--- src/rtl/bcd_counter.sv ---
// Multi-digit packed-BCD up/down counter with built-in prescaler, parallel load and step/wrap pulses.
// Define BCD_COUNTER_SATURATE_EN to make terminal counts saturate instead of wrapping.
module bcd_counter #(
    parameter int DIGITS   = 4,
    parameter int PRESCALE = 1048576,
    parameter int PS_W     = 20
) (
    input  logic                  clk,
    input  logic                  rst,
    input  logic                  en,
    input  logic                  up,
    input  logic                  load,
    input  logic [DIGITS*4-1:0]   load_val,
    output logic [DIGITS*4-1:0]   bcd,
    output logic                  step,
    output logic                  wrap
);

    localparam logic [PS_W-1:0] PS_LAST = PS_W'(PRESCALE - 1);

    logic [PS_W-1:0]       prescaler;
    logic                  advance;
    logic [DIGITS*4-1:0]   next_bcd;
    logic                  carry;
    logic [3:0]            cur_digit;

    // Digits above 9 are forced to 9 so the register never holds a non-BCD value.
    function automatic logic [DIGITS*4-1:0] clamp_bcd(input logic [DIGITS*4-1:0] v);
        logic [DIGITS*4-1:0] r;
        r = v;
        for (int i = 0; i < DIGITS; i++) begin
            if (v[4*i +: 4] > 4'd9) begin
                r[4*i +: 4] = 4'd9;
            end
        end
        return r;
    endfunction

    assign advance = en && (prescaler == PS_LAST);

    // Carry/borrow ripples through every digit in one cycle; a carry out of the
    // top digit means the whole count rolled over.
    always_comb begin
        next_bcd  = bcd;
        carry     = 1'b1;
        cur_digit = 4'd0;
        for (int i = 0; i < DIGITS; i++) begin
            cur_digit = bcd[4*i +: 4];
            if (carry) begin
                if (up) begin
                    if (cur_digit == 4'd9) begin
                        next_bcd[4*i +: 4] = 4'd0;
                    end else begin
                        next_bcd[4*i +: 4] = cur_digit + 4'd1;
                        carry              = 1'b0;
                    end
                end else begin
                    if (cur_digit == 4'd0) begin
                        next_bcd[4*i +: 4] = 4'd9;
                    end else begin
                        next_bcd[4*i +: 4] = cur_digit - 4'd1;
                        carry              = 1'b0;
                    end
                end
            end
        end
    end

    always_ff @(posedge clk or negedge rst) begin
        if (!rst) begin
            bcd       <= '0;
            prescaler <= '0;
            step      <= 1'b0;
            wrap      <= 1'b0;
        end else begin
            step <= 1'b0;
            wrap <= 1'b0;
            if (load) begin
                bcd       <= clamp_bcd(load_val);
                prescaler <= '0;
            end else if (advance) begin
                prescaler <= '0;
                step      <= 1'b1;
`ifdef BCD_COUNTER_SATURATE_EN
                if (!carry) begin
                    bcd <= next_bcd;
                end
`else
                bcd  <= next_bcd;
                wrap <= carry;
`endif
            end else if (en) begin
                prescaler <= prescaler + 1'b1;
            end
        end
    end

endmodule

--- config.mk ---
export PLATFORM = sky130hd
export DESIGN_NAME = bcd_counter
export DESIGN_NICKNAME = d
export VERILOG_FILES = /design/src/rtl/bcd_counter.sv
export SDC_FILE = /design/constraint.sdc
export NUM_CORES = 1
export LEC_CHECK = 0
export CAP_MARGIN = 20
export CORE_MARGIN = 2
export CORE_UTILIZATION = 30
export DETAILED_ROUTE_END_ITERATION = 7
export GPL_TIMING_DRIVEN = 0
export PLACE_DENSITY = 0.51
export SYNTH_ARGS = -nofsm -noshare
export SYNTH_HDL_FRONTEND = slang
export SYNTH_SLANG_ARGS = --single-unit
--- constraint.sdc ---
create_clock -name clk -period 4.1 [get_ports clk]
set_input_delay 0.82 -clock clk [delete_from_list [all_inputs] [get_ports clk]]
set_output_delay 0.82 -clock clk [all_outputs]
set_load 0.005 [all_outputs]
==> metrics <==
Power, Total=867 uW; Crit path top cell by count=clkbuf_1; kind of end point of the critical path=flop; gpl congestion=0.784; Die Y-Extent=96.9 microns; leakage=0.00128 uW; Largest stage delay, worst path=0.51 ns; CTS resizes=0; largest family of logic cells by synthesized area=simple AND/OR/NAND/NOR gates; top-area cell type share of the netlist area=36.7%; Post-synth top cells=dfrtp_1, nor2_1, clkbuf_1, nand2_1, o21ai_0; Worst EP required=4.27 ns; setup TNS=0 ns; dpl cells=449; CP Launch Type=input pin; synthesized instance count=305; Num CTS Buffers=5; core area=8300 sq um; Congestion Overflow GR=0; top-count cell post-synth=dfrtp_1; mapped cell area=2590 sq um; Clock Sinks=38; Critical Path, Cell by Cell=clkdlybuf4s50_1, clkbuf_1, clkbuf_1, nand3_1, and3_1, a221o_1, mux2i_1, o21ai_1; peak supply drop=109 uV; EDFF count, synth=0; CTS tree=done; r2r setup slk=2.06 ns; post-synthesis xor/xnor area fraction=8.45%; Die Area=9400 sq um; largest fanout on the critical path=10; Antenna Cells=0; # IOs=39; complex-gate fraction of the synthesized area=17.8%; Worst R2R Path Depth=6; total number of vias=2,352; Ys Warns=0; P&R area growth vs syn=23.6%; reg-to-reg critical path startpoint=prescaler[2]$_DFFE_PN0P_; RSZ-0062 raised after global routing=false; cell area power density=271 nW/um^2; synthesis-stage register bit count=38; outcome=complete, no violations; clk_skew=0.00887 ns; Hold Buf Count CTS=0; wire per inst=14.0 microns; Post-Synth Simple-Gate Area=26.4%; Slowest-stage cell, CP=clkdlybuf4s50_1; Layout Utilization=38.6%; Synth area leader=dfrtp_1; Antenna Nets Post-Route=0; initial core utilization=31.2%; FP Rows=33; Final min period=2.62 ns; Max Cap Viol=0; initial antenna violation count=0; DRC Markers=0; Seq/Total Area, Yosys=36.7%; htree depth=2; HPWL Detailed=4630 microns; Tightest Pin Transition=0.690 ns; first-pass GRT wire length=11,100 microns; total setup buffers inserted after CTS=0; vias in the first global route=2,325; Critical Setup Path Class=in -> reg; Pre-antenna DRT Iters=4; Final Net Count=373; 1st-iter DRT viols=131; top cells by area, synth=dfrtp_1, mux2i_1, xor2_1, nor2_1, xnor2_1; Skew-Pair Late Insertion Delay=0.30 ns; Syn Area/Cell=8.50 sq um; Total Routed Length=6380 microns; Layout Cells excl Fill=456; Synthesized Nets=327; root buffer cell=clkbuf_8; Final Max Slew Viols=0; count of cell types in the netlist=51; pin count of the biggest net entering global routing=21; buffer depth of the longest clock path=2; Final setup viols=0; Async S/R FF share, synth=100%; final hold violations=0; Port Buf Inserts=38; die width=96.9 microns; Final period util=63.8%; r2r endpoint=bcd[3]$_DFFE_PN0P_; number of vias per cell=5.16; gr usage total=14.2%; CP Data Arrival Time=2.79 ns; max_slew headroom=53.7%; share of layout cells above drive strength 1=4.84%; Adder-Cell Fraction of Synth Area=0.483%; mux cell area share after synthesis=5.46%; HP Class=in -> async; top_reg_cell synth=dfrtp_1; Clock Pin Slew Worst Setup and Hold Paths=0.08 ns; f_max=382 MHz
[metal layers]
| metal | global-route usage, % | up-vias | part of all wire (%) |
|---|---|---|---|
| met5 | 0 | - | 0 |
| met4 | 4.01 | 0 | 0.53 |
| met3 | 2.60 | 5 | 3.0 |
| met2 | 24.4 | 41 | 49 |
| met1 | 18.1 | 1122 | 47 |
| li1 | - | 1184 | - |
[how the worst max path moves through the flow]
stage / startpoint / to / slack [ns] / cells after the start
floorplan: up / bcd[10]$_DFFE_PN0P_ / 1.95 / 7
finish: up / bcd[10]$_DFFE_PN0P_ / 1.48 / 8
CTS: up / bcd[10]$_DFFE_PN0P_ / 1.43 / 8
global placement: rst / bcd[7]$_DFFE_PN0P_ / 1.11 / 1
detailed placement: up / bcd[10]$_DFFE_PN0P_ / 1.13 / 8
global route: up / bcd[15]$_DFFE_PN0P_ / 1.25 / 8
[flip-flops by register name, summed over array words and instances, names as in the netlist]
| signal | cells |
|---|---|
| prescaler | 20 |
| bcd | 16 |
| wrap | 1 |
| step | 1 |
[area by class of cell]
class | instances | area (sq um)
plain buffers | 25 | 96.3
clock buffers | 7 | 76.3
fillers | 850 | 5100
inverters | 7 | 26.3
multi-input cells | 235 | 1520
flip-flops and latches | 38 | 951
well taps | 105 | 131
repair buffers | 39 | 403
[per-stage QoR]
step / hold WS, ns / setup WS [ns] / cell area, sq um
after floorplan: 0.509 / 1.95 / 2590
after global placement: 0.541 / 1.11 / 3100
after detailed placement: 0.543 / 1.13 / 3130
after CTS: 0.498 / 1.43 / 3200
after global routing: 0.512 / 1.25 / 3200
final: 0.482 / 1.48 / 3200
[where the power goes]
part / internal (uW) / switching (uW)
clock: 117 / 140
combinational: 100 / 105
sequential: 390 / 15.0
total: 607 / 260
[layout by cell type (no fill, tap or decap), types with 11 or more instances in the layout]
cell type	instances
a21oi_1	11
clkbuf_1	24
clkdlybuf4s50_1	37
dfrtp_1	38
mux2i_1	13
nand2_1	22
nand3_1	11
nor2_1	30
o21ai_0	18
xnor2_1	11
xor2_1	14
[cell families after synthesis]
logic type / count (synthesis)
xor+xnor: 25
flops: 38
buf+inv: 32
fa+ha+maj: 1
mux: 14
simple gates: 123
compound gates: 72
[critical path, delay by kind of cell]
| kind | cells | cell delay [ns] |
|---|---|---|
| AND/OR/NAND/NOR | 2 | 0.31 |
| buffers and inverters | 3 | 1.20 |
| AO/OA/AOI/OAI | 2 | 0.32 |
| multiplexers | 1 | 0.14 |
Power figures use the tool's default switching activity.
